### src/rtl/ifetch_rom32.sv
// ifetch_rom32: instruction-fetch front end for a 1-cycle registered-address 32-bit ROM
// Ports: i_clk/i_rst_n (sync, active-low); o_rom_addr word address to ROM, i_rom_data word back
// one cycle later; i_redirect/i_redirect_pc load a new byte PC; o_valid/i_ready/o_instr/o_pc
// registered decode handshake; o_fault misaligned-redirect flag.
// Optional IFETCH_ALIGN_CHECK_EN: misaligned redirect halts fetch and raises o_fault;
// otherwise the low two redirect bits are dropped and o_fault stays 0.
module ifetch_rom32 #(
  parameter int DEPTH = 512,
  parameter logic [31:0] RESET_PC = 32'h0,
  localparam int ADDR_WIDTH = $clog2(DEPTH)
) (
  input  logic                  i_clk,
  input  logic                  i_rst_n,
  output logic [ADDR_WIDTH-1:0] o_rom_addr,
  input  logic [31:0]           i_rom_data,
  input  logic                  i_redirect,
  input  logic [31:0]           i_redirect_pc,
  output logic                  o_valid,
  input  logic                  i_ready,
  output logic [31:0]           o_instr,
  output logic [31:0]           o_pc,
  output logic                  o_fault
);
  typedef enum logic {RUN, HALT} state_t;
  state_t state;
  logic [31:0] next_pc, pc_f1, rpc;
  logic v_f1, stall, bad, fault_q;
  function automatic logic [ADDR_WIDTH-1:0] idx(input logic [31:0] pc);
    return pc[ADDR_WIDTH+1:2];
  endfunction
  assign stall = o_valid && !i_ready;
  assign rpc = {i_redirect_pc[31:2], 2'b00};
  // on a stall the ROM re-reads pc_f1 so its output still matches the F1 word
  assign o_rom_addr = i_redirect ? idx(i_redirect_pc) : stall ? idx(pc_f1) : idx(next_pc);
  assign o_fault = fault_q;
`ifdef IFETCH_ALIGN_CHECK_EN
  assign bad = |i_redirect_pc[1:0];
`else
  logic unused_pc_lo;
  assign unused_pc_lo = ^i_redirect_pc[1:0];
  assign bad = 1'b0;
`endif
  always_ff @(posedge i_clk) begin
    if (!i_rst_n) begin
      state   <= RUN;
      next_pc <= RESET_PC;
      v_f1    <= 1'b0;
      pc_f1   <= 32'h0;
      o_valid <= 1'b0;
      o_instr <= 32'h0;
      o_pc    <= 32'h0;
      fault_q <= 1'b0;
    end else if (i_redirect && !bad) begin
      state   <= RUN;
      v_f1    <= 1'b1;
      pc_f1   <= rpc;
      next_pc <= rpc + 32'd4;
      o_valid <= 1'b0;
      fault_q <= 1'b0;
    end else if (i_redirect) begin
      state   <= HALT;
      v_f1    <= 1'b0;
      o_valid <= 1'b0;
      fault_q <= 1'b1;
    end else if (state == HALT) begin
      v_f1    <= 1'b0;
      o_valid <= 1'b0;
    end else if (!stall) begin
      v_f1    <= 1'b1;
      pc_f1   <= next_pc;
      next_pc <= next_pc + 32'd4;
      o_valid <= v_f1;
      o_instr <= i_rom_data;
      o_pc    <= pc_f1;
    end
  end
endmodule

### config.mk
export PLATFORM = sky130hd
export DESIGN_NAME = ifetch_rom32
export DESIGN_NICKNAME = d
export VERILOG_FILES = /design/src/rtl/ifetch_rom32.sv
export SDC_FILE = /design/constraint.sdc
export NUM_CORES = 1
export LEC_CHECK = 0
export BUFFER_PORTS_ARGS = -buffer_cell sky130_fd_sc_hd__buf_4
export CAP_MARGIN = 30
export CORE_MARGIN = 5
export CORE_UTILIZATION = 50
export CTS_BUF_LIST = sky130_fd_sc_hd__clkbuf_8
export CTS_CLUSTER_SIZE = 12
export DETAILED_ROUTE_END_ITERATION = 16
export PLACE_DENSITY_LB_ADDON = 0.08
export SLEW_MARGIN = 20
export SYNTH_ARGS = -nofsm -noshare
export SYNTH_HDL_FRONTEND = slang
export SYNTH_SLANG_ARGS = --single-unit
### constraint.sdc
create_clock -name i_clk -period 5.1 [get_ports i_clk]
set_clock_uncertainty 0.2 [all_clocks]
set_input_delay 1.275 -clock i_clk [delete_from_list [all_inputs] [get_ports i_clk]]
set_output_delay 1.275 -clock i_clk [all_outputs]
set_load 0.05 [all_outputs]
==> results.sh <==
export IMPL_status="completed"
export IMPL_use_met3_pct=5.14
export IMPL_cts_path_max_buffers=2
export IMPL_timing_final_crit_share_pct=80.6
export IMPL_totalWireLength_um=15300
export IMPL_initial_core_util_pct=50.6
export IMPL_yosysMostFrequentCell="nand2_1"
export IMPL_tightest_slew_ns=0.864
export IMPL_synth_commonest_cells="208 x nand2_1, 124 x dfxtp_1, 89 x a21oi_1"
export IMPL_overflow=0
export IMPL_cp_cell_sequence="buf_4 > buf_12 > nand2_1 > o21ai_0 > buf_4"
export IMPL_drv_cap=0
export IMPL_ant_nets=0
export IMPL_ys_seq_area_share_pct=41.4
export IMPL_synth_edff_count=0
export IMPL_critPathArrivalTime_ns=2.64
export IMPL_wl_per_cell_um=15.0
export IMPL_endpoint_kind="output pin"
export IMPL_power_mw=2.39
export IMPL_cp_required_ns=3.62
export IMPL_p_per_area_nw_per_um2=319
export IMPL_vias_per_cell=5.34
export IMPL_nets=929
export IMPL_die_h_um=120
export IMPL_cts_resized=0
export IMPL_use_met1_pct=30.4
export IMPL_io_pins=143
export IMPL_vdd_drop_max_v=0.000166
export IMPL_worst_setup_path_type="input port to output pin"
export IMPL_layout_drive_gt1_share_pct=23.4
export IMPL_synthFlopType="dfxtp_1"
export IMPL_hold_viol=0
export IMPL_rr_endpoint="next_pc[26]"
export IMPL_ctsHoldBuffers=0
export IMPL_root_buffer="clkbuf_8"
export IMPL_worst_r2r_cell_count=9
export IMPL_grt_usage_pct=21.3
export IMPL_ys_warn_count=0
export IMPL_final_util_pct=63.1
export IMPL_insertion_delay_ns=0.42
export IMPL_synth_seq_cells=124
export IMPL_r2r_slack_ns=2.39
export IMPL_cts_tree="done"
export IMPL_drt_iter0_drc=407
export IMPL_p_leak_nw=3.11
export IMPL_grt_antenna_before_repair=0
export IMPL_nFillCells=1055
export IMPL_syn_area_sq_um=6000
export IMPL_cts_htree_levels=4
export IMPL_setup_violations=0
export IMPL_worstPathMaxFanout=68
export IMPL_rsz0062_at_grt="no"
export IMPL_core_sq_um=11900
export IMPL_portBuffers=137
export IMPL_synth_area_leaders="dfxtp_1 41%, nand2_1 13%, a21oi_1 7.4%"
export IMPL_path_clk_slew_ns=0.07
export IMPL_synth_top_area_share_pct=41.4
export IMPL_min_to="o_pc[7]"
export IMPL_grt_busiest_layer="met2"
export IMPL_cpPeakStageDelay_ns=0.54
export IMPL_ys_types=55
export IMPL_cp_num_buf_inv=3
export IMPL_fp_dieArea_sq_um=14300
export IMPL_relSlewSlack_pct=42.3
export IMPL_use_met2_pct=31.9
export IMPL_first_pass_iters=5
export IMPL_synth_async_reset_ratio_pct=0
export IMPL_critPathSlowestCell="buf_4"
export IMPL_grt_pass1_wl_um=25000
export IMPL_syn2layout_area_growth_pct=24.8
export IMPL_worstReg2RegStart="next_pc[3]"
export IMPL_syn_avg_cell_area_sq_um=8.02
export IMPL_worstHoldPathType="flop to flop"
export IMPL_hp_start="o_pc[7]"
export IMPL_cts_sinks=124
export IMPL_worstHoldPathCells=2
export IMPL_netlist_instances=748
export IMPL_slew_viol_final=0
export IMPL_drc=0
export IMPL_worstSetupStartpointType="input port"
export IMPL_grt_pass1_vias=5088
export IMPL_setup_tns_ns=0
export IMPL_grt_max_degree=69
export IMPL_cp_common_cell="buf_4"
export IMPL_die_w_um=120
export IMPL_dp_final_hpwl_um=10800
export IMPL_gp_congestion=0.895
export IMPL_stdcell_count=1020
export IMPL_cts_made_buffers=17
export IMPL_synth_area_leader_cell="dfxtp_1"
export IMPL_fp_row_count=40
export IMPL_cp_top_family="buffers and inverters"
export IMPL_min_period_ns=4.11
export IMPL_cts_setup_buffers=0
export IMPL_max_freq_ghz=0.243
export IMPL_numPlacedInstances=987
export IMPL_num_vias=5449
## power by group
part / switching, mW / internal, mW
registers: 0.0439 / 1.02
logic: 0.257 / 0.144
clock network: 0.371 / 0.546
## cell usage in the layout (no fill, tap or decap), drive strengths merged, types with 15 or more instances in the layout
cell    instances
xnor2          24
dfxtp         124
mux2i          15
a211oi         21
xor2           17
nor2           38
nand3          25
buf           147
a21oi          90
nand2         209
clkbuf         19
## layer usage
metal  up-vias  part of all wire (%)  wire [um]
li1       2768                     -          -
met1      2520                    48       7400
met2       154                    45       6860
met3         7                   6.4        986
met4         0                  0.61         93
met5         -                     0          0
## worst max-delay path by stage
stage	depth (start not counted)	endpoint	slack (ns)	start
2_1_floorplan	5	o_rom_addr[6]	0.33	i_ready
3_3_place_gp	10	next_pc[26]	0.96	i_redirect
3_5_place_dp	10	next_pc[26]	0.92	i_redirect
4_1_cts	5	o_rom_addr[5]	0.99	i_redirect
5_1_grt	5	o_rom_addr[8]	0.87	i_redirect
6_report	5	o_rom_addr[5]	0.99	i_redirect
## final cells by class
cell class	instances	area [sq um]	area share (%)
multi-input combinational	567	3270	43.6
sequential	124	2480	33.2
timing repair buffer	147	1120	15.0
clock buffer	19	262	3.49
tap	147	184	2.46
clock inverter	12	155	2.07
inverter	3	12.5	0.167
antenna	1	2.50	0.0334
## tightest hold or removal path, cell delays in order (launching register included)
cell,delay [ns]
dfxtp_1,0.31
nand2_1,0.05
a21oi_1,0.05
## state kept, by name, indices dropped and copies added, names as in the netlist
| signal | count |
|---|---|
| v_f1 | 1 |
| next_pc | 30 |
| pc_f1 | 30 |
| o_pc | 30 |
| o_instr | 32 |
| o_valid | 1 |
## per-stage QoR
stage / area [sq um] / worst slack, ns / hold WS, ns
CTS: 7470 / 0.995 / 0.257
finish: 7490 / 0.990 / 0.253
global route: 7480 / 0.872 / 0.277
global placement: 7050 / 0.958 / 0.242
detailed placement: 7050 / 0.922 / 0.247
floorplan: 6000 / 0.334 / 0.231
## cells by family after synthesis
logic type | synth area share (%)
other | 0.0625
buffers and inverters | 4.49
AO/OA/AOI/OAI | 17.1
adder cells (fa/ha/maj) | 0.209
flip-flops | 41.4
AND/OR/NAND/NOR | 27.6
XOR/XNOR | 5.99
multiplexers | 3.13
No activity file was read; power rests on OpenSTA's default activity.
